File: src/rtl/edge_detection_pkg.sv
// Shared types and constants for the 3x3 edge-detection front end.
package edge_detection_pkg;

    localparam int unsigned H_PIXELS_C = 640;
    localparam int unsigned V_LINES_C  = 480;
    localparam int unsigned COL_W      = 10;

    typedef enum logic [1:0] {IDLE, VBLANK, ACTIVE, HBLANK} lbc_state_t;

    typedef logic [1:0]       buf_sel_t;
    typedef logic [COL_W-1:0] col_t;

    typedef struct packed {
        logic de;
        logic hsync;
        logic vsync;
    } sync_bus_t;

    localparam sync_bus_t SYNC_IDLE = '{de: 1'b0, hsync: 1'b1, vsync: 1'b1};

    // Buffer rotation 0 -> 1 -> 2 -> 0.
    function automatic buf_sel_t next_buf(input buf_sel_t s);
        return (s == buf_sel_t'(2)) ? buf_sel_t'(0) : buf_sel_t'(s + buf_sel_t'(1));
    endfunction

endpackage

File: src/rtl/video_sync_delay.sv
// Fixed-depth delay line for DE/HSYNC/VSYNC, filled with idle levels on reset.
module video_sync_delay
    import edge_detection_pkg::*;
#(
    parameter int unsigned DEPTH = 4
) (
    input  logic      clk,
    input  logic      rst_n,
    input  sync_bus_t sync_i,
    output sync_bus_t sync_o
);

    sync_bus_t pipe_q [DEPTH];

    always_ff @(posedge clk or negedge rst_n) begin
        if (!rst_n) begin
            for (int unsigned i = 0; i < DEPTH; i++) begin
                pipe_q[i] <= SYNC_IDLE;
            end
        end else begin
            pipe_q[0] <= sync_i;
            for (int unsigned i = 1; i < DEPTH; i++) begin
                pipe_q[i] <= pipe_q[i-1];
            end
        end
    end

    assign sync_o = pipe_q[DEPTH-1];

endmodule

File: src/rtl/line_buffer_ctrl.sv
// Sequences the three rotating line buffers behind the 3x3 window and
// re-times the video syncs to the filter datapath latency.
module line_buffer_ctrl
    import edge_detection_pkg::*;
#(
    parameter int unsigned H_PIXELS = H_PIXELS_C,
    parameter int unsigned V_LINES  = V_LINES_C,
    parameter int unsigned PIPE_LAT = 4
) (
    input  logic       I_PCLK,
    input  logic       I_RST_N,
    input  logic       I_DE,
    input  logic       I_HSYNC,
    input  logic       I_VSYNC,
    output logic       O_WR_EN,
    output logic [1:0] O_WR_SEL,
    output logic [9:0] O_ADDR,
    output logic [1:0] O_TOP_SEL,
    output logic       O_WIN_VALID,
    output logic       O_FRAME_START,
    output logic       O_ERR,
    output logic       O_DE,
    output logic       O_HSYNC,
    output logic       O_VSYNC
);

    // Pixel and line counters reach H_PIXELS / V_LINES so a full line or frame is distinguishable.
    localparam int unsigned CNT_W = $clog2(H_PIXELS + 1);
    localparam int unsigned ROW_W = $clog2(V_LINES + 1);
    localparam logic [CNT_W-1:0] CNT_MAX = CNT_W'(H_PIXELS);
    localparam logic [ROW_W-1:0] ROW_MAX = ROW_W'(V_LINES);

    lbc_state_t       state_q, state_d;
    logic [CNT_W-1:0] cnt_q, cnt_d;
    logic [ROW_W-1:0] row_q, row_d;
    buf_sel_t         sel_q, sel_d;

    logic     wr_en_q, wr_en_d;
    buf_sel_t wr_sel_q, wr_sel_d;
    col_t     addr_q, addr_d;
    buf_sel_t top_sel_q, top_sel_d;
    logic     win_valid_q, win_valid_d;
    logic     frame_start_q, frame_start_d;
    logic     err_q, err_d;
    logic     pix_c;

    always_ff @(posedge I_PCLK or negedge I_RST_N) begin
        if (!I_RST_N) begin
            state_q <= IDLE;
        end else begin
            state_q <= state_d;
        end
    end

    // VSYNC wins over DE; pixels are only accepted once a frame start has been seen.
    always_comb begin
        state_d       = state_q;
        cnt_d         = cnt_q;
        row_d         = row_q;
        sel_d         = sel_q;
        wr_en_d       = 1'b0;
        wr_sel_d      = wr_sel_q;
        addr_d        = addr_q;
        top_sel_d     = top_sel_q;
        win_valid_d   = 1'b0;
        frame_start_d = 1'b0;
        err_d         = err_q;
        pix_c         = 1'b0;

        case (state_q)
            IDLE: begin
                if (!I_VSYNC) state_d = VBLANK;
            end
            VBLANK: begin
                if (I_VSYNC && I_DE) begin
                    state_d       = ACTIVE;
                    frame_start_d = 1'b1;
                    err_d         = 1'b0;
                    pix_c         = 1'b1;
                end
            end
            ACTIVE: begin
                if (!I_VSYNC) begin
                    state_d = VBLANK;
                    err_d   = 1'b1;
                end else if (I_DE) begin
                    pix_c = 1'b1;
                end else begin
                    state_d = HBLANK;
                    if (cnt_q != CNT_MAX) err_d = 1'b1;
                    cnt_d = '0;
                    if (row_q != ROW_MAX) row_d = row_q + ROW_W'(1);
                    sel_d = next_buf(sel_q);
                end
            end
            HBLANK: begin
                if (!I_VSYNC) begin
                    state_d = VBLANK;
                end else if (I_DE) begin
                    state_d = ACTIVE;
                    pix_c   = 1'b1;
                end
            end
            default: state_d = IDLE;
        endcase

        if (pix_c) begin
            wr_sel_d  = sel_q;
            top_sel_d = next_buf(sel_q);
            addr_d    = (cnt_q >= CNT_MAX) ? col_t'(CNT_MAX - CNT_W'(1)) : col_t'(cnt_q);
            if ((cnt_q >= CNT_MAX) || (row_q >= ROW_MAX)) begin
                err_d = 1'b1;
            end else begin
                wr_en_d     = 1'b1;
                win_valid_d = (row_q >= ROW_W'(2)) && (cnt_q >= CNT_W'(2));
            end
            if (cnt_q != CNT_MAX) cnt_d = cnt_q + CNT_W'(1);
        end

        // Counters are clean whenever a frame is about to start.
        if (state_d == VBLANK) begin
            cnt_d = '0;
            row_d = '0;
            sel_d = '0;
        end
    end

    always_ff @(posedge I_PCLK or negedge I_RST_N) begin
        if (!I_RST_N) begin
            cnt_q         <= '0;
            row_q         <= '0;
            sel_q         <= '0;
            wr_en_q       <= 1'b0;
            wr_sel_q      <= '0;
            addr_q        <= '0;
            top_sel_q     <= buf_sel_t'(1);
            win_valid_q   <= 1'b0;
            frame_start_q <= 1'b0;
            err_q         <= 1'b0;
        end else begin
            cnt_q         <= cnt_d;
            row_q         <= row_d;
            sel_q         <= sel_d;
            wr_en_q       <= wr_en_d;
            wr_sel_q      <= wr_sel_d;
            addr_q        <= addr_d;
            top_sel_q     <= top_sel_d;
            win_valid_q   <= win_valid_d;
            frame_start_q <= frame_start_d;
            err_q         <= err_d;
        end
    end

    assign O_WR_EN       = wr_en_q;
    assign O_WR_SEL      = wr_sel_q;
    assign O_ADDR        = addr_q;
    assign O_TOP_SEL     = top_sel_q;
    assign O_WIN_VALID   = win_valid_q;
    assign O_FRAME_START = frame_start_q;
    assign O_ERR         = err_q;

    sync_bus_t sync_in, sync_out;

    assign sync_in = '{de: I_DE, hsync: I_HSYNC, vsync: I_VSYNC};

    video_sync_delay #(
        .DEPTH (PIPE_LAT)
    ) u_sync_delay (
        .clk    (I_PCLK),
        .rst_n  (I_RST_N),
        .sync_i (sync_in),
        .sync_o (sync_out)
    );

    assign O_DE    = sync_out.de;
    assign O_HSYNC = sync_out.hsync;
    assign O_VSYNC = sync_out.vsync;

endmodule
File: config.mk
export PLATFORM = sky130hd
export DESIGN_NAME = line_buffer_ctrl
export DESIGN_NICKNAME = d
export VERILOG_FILES = /design/src/rtl/edge_detection_pkg.sv /design/src/rtl/video_sync_delay.sv /design/src/rtl/line_buffer_ctrl.sv
export SDC_FILE = /design/constraint.sdc
export NUM_CORES = 1
export LEC_CHECK = 0
export CELL_PAD_IN_SITES_DETAIL_PLACEMENT = 1
export CELL_PAD_IN_SITES_GLOBAL_PLACEMENT = 2
export CORE_MARGIN = 4
export CORE_UTILIZATION = 36
export DETAILED_ROUTE_END_ITERATION = 6
export PLACE_DENSITY_LB_ADDON = 0.1
export SKIP_LAST_GASP = 1
export SLEW_MARGIN = 10
export SYNTH_ARGS = -nofsm -noshare
export SYNTH_HDL_FRONTEND = slang
export SYNTH_HIERARCHICAL = 1
export SYNTH_SLANG_ARGS = --single-unit
File: constraint.sdc
create_clock -name I_PCLK -period 2.73 [get_ports I_PCLK]
set_clock_uncertainty 0.05 [all_clocks]
set_input_delay 0.273 -clock I_PCLK [delete_from_list [all_inputs] [get_ports I_PCLK]]
set_output_delay 0.273 -clock I_PCLK [all_outputs]
set_load 0.02 [all_outputs]
==> metrics <==
die footprint 0.008497 mm²; PostCTS Resize Cnt 0; CP Class reg2reg; Via density 5.101; clock share of power 0.204; clock slew at reported path FFs 0.10 ns; met1 Use GR 0.2227; Tightest Pin Transition 0.7506 ns; layout cells sized above 1 0.1281; vias in the first global route 1,931; Setup Buffers After CTS 0; CP peak stage delay 0.46 ns; GRT Overall Usage 0.1508; Routed Antenna Nets 0; Die Width 92.18 µm; TritonCTS clock tree done; Syn Inst Count 256; # fillers 803; worst-skew pair later-pin latency 0.32 ns; Tcrit/Tclk final 0.8384; initial antenna violation count 0; switching share of power 0.3804; design area 0.002977 mm²; leak pwr 1.268 nW; Comb pwr share 0.368; outcome completed; Remaining Overflow, GRT 0; NetSw 0.8834 mW; CTS hold repair buffers 1; total core area 0.006832 mm²; clock root cell clkbuf_8; global-route layer with the greatest usage met2; first-pass GRT wire length 10.20 mm; routed vias 1,923; post-synth cell types 47; Fin Setup TNS 0 ns; RSZ-0062 raised after global routing no; fin nets 293; peak supply drop 0.0007438 V; GR Util met3 0.03445; CP required 2.92 ns; Post-Route WL 5.944 mm; Clock Sinks 53; Synth Warn # 6; GR Util met2 0.2245; Synth Area per Inst 9.966 µm²; relative slew slack 0.4996; Area Growth Syn to Fin 16.67%; Initial Utilization 0.3734; CP arrival 2.48 ns; H-tree lvl count 2; commonest non-fill, non-tap cell in the layout dfrtp_1; CP max stage cell or3_2; DRT iter0 DRCs 88; CTS buffer count 5; pwr dens 780.2 mW/mm²; Ports 26; residual DRC count 0; maximum operating frequency 436.9 MHz; Max Root-Sink Buffers 2; n_diodes 0; drt first pass iters 4; Int Power 1.439 mW; largest net degree at the start of global routing 32; Hold Vio Cnt, Final 0; post-route setup slack 0.4412 ns; # Max-Cap Violations 0; Routed wire per std cell 15.77 µm; placed cell area 0.002873 mm²; CP Cell Sequence inv_1 > ha_1 > and3b_1 > nand2_1 > buf_4 > or3_2 > a31oi_1; count of final setup violators 0; pre-CTS WS 0.4646 ns; CP top delay family simple AND/OR/NAND/NOR gates; most frequent cells in the layout dfrtp_1 (44), nand2_1 (30), nor2_1 (29), clkdlybuf4s50_1 (24), nor3_1 (11); worst hold-check path type reg2reg; GPL Wtd Cong 0.7531; Primary FF master, synth dfrtp_1; Worst setup SP type flop; Slew Limit Fails 0; endpoint class of the critical path flop; ys async rst share 1.000; worst path buffer plus inverter count 2; port buffer count 25; Post-DP HPWL 4.058 mm; worst hold slack 0.3087 ns; syn_nets 269; Syn Std Cell Area 0.002551 mm²; Layout Utilization 0.4357; Rows 30; Seq/Total Area, Yosys 0.5243; worst-path maximum fanout 22; #FFs+latches synth 53; Die Height 92.18 µm; Flop pwr share 0.428; Post-synth EDFFs 0; Tmin final 2.289 ns
## state kept, by name (all words and copies together) (netlist names), 2 cells and up
name / count
u_sync_delay/sync_o: 3
state_q: 2
row_q: 9
cnt_q: 10
sel_q: 2
O_ADDR: 10
O_WR_SEL: 2
u_sync_delay/pipe_q: 9
O_TOP_SEL: 2
## worst reg2reg max path, cell delays in order (launching register included)
cell and delay [ns]:
dfrtp_1 0.44, inv_1 0.11, ha_1 0.24, and3b_1 0.27
nand2_1 0.21, buf_4 0.28, or3_2 0.47, a31oi_1 0.15
## per-layer routing
metal / share of wire / routed length [µm]
met2: 0.45 / 2646
met1: 0.52 / 3090
met3: 0.026 / 153
met5: 0 / 0
met4: 0.0091 / 54
## area by class of cell
type                    instances  area (µm²)  area share
multi-input cells             177        1076      0.3615
clock buffers                   5       68.82     0.02312
inverters                       9       33.78     0.01135
flip-flops and latches         53        1338      0.4493
repair buffers                 34       315.3      0.1059
clock inverters                 3       25.02    0.008407
well taps                      96       120.1     0.04035
## power by group through the flow
stage | combinational (mW) | clock [mW] | sequential [mW]
floorplan | 0.422 | 0 | 1.10
global placement | 0.859 | 0 | 1.01
detailed placement | 0.864 | 0 | 1.01
CTS | 0.865 | 0.488 | 0.997
global route | 0.941 | 0.535 | 1.02
finish | 0.854 | 0.474 | 0.994
## kinds of logic after synthesis
kind of cell,Yosys count,synth area share
buf+inv,26,0.05394
fa+ha+maj,8,0.03924
compound gates,45,0.1202
xor+xnor,7,0.02403
simple gates,116,0.2344
flops,53,0.5243
mux,1,0.003924
## path summary, 6_finish.rpt
path	cells past startpoint	end	from	slack (ns)
worst max-delay path	7	cnt_q[4]$_DFF_PN0_	state_q[1]$_DFF_PN0_	0.44
worst min-delay path	0	u_sync_delay/sync_o[2]$_DFF_PN0_	u_sync_delay/pipe_q[5]$_DFF_PN0_	0.31
worst max register to register	7	cnt_q[4]$_DFF_PN0_	state_q[1]$_DFF_PN0_	0.44
worst min register to register	0	u_sync_delay/sync_o[2]$_DFF_PN0_	u_sync_delay/pipe_q[5]$_DFF_PN0_	0.31
max in group asynchronous	3	u_sync_delay/pipe_q[9]$_DFF_PN1_	I_RST_N	1.47
min in group asynchronous	2	O_WR_SEL[0]$_DFFE_PN0P_	I_RST_N	0.47
## metrics by stage
stage / instances / power (mW)
6_report: 377 / 2.322
5_1_grt: 377 / 2.495
3_3_place_gp: 368 / 1.869
3_5_place_dp: 368 / 1.877
2_1_floorplan: 256 / 1.525
4_1_cts: 377 / 2.350
## synthesized netlist by cell type, drive strengths merged, types with 4 or more instances
library cell / instances / area share
a21oi: 10 / 0.020
a31oi: 8 / 0.020
buf: 8 / 0.024
clkbuf: 9 / 0.017
dfrtp: 44 / 0.43
dfstp: 9 / 0.093
ha: 8 / 0.039
inv: 9 / 0.013
nand2: 30 / 0.044
nand3: 6 / 0.012
nand3b: 5 / 0.015
nand4: 8 / 0.020
nand4b: 4 / 0.014
nor2: 29 / 0.043
nor3: 12 / 0.026
o211ai: 8 / 0.024
o21ai: 6 / 0.013
or3: 7 / 0.019
or4: 4 / 0.014
xnor2: 5 / 0.017
No activity file was read; power rests on OpenSTA's default activity.
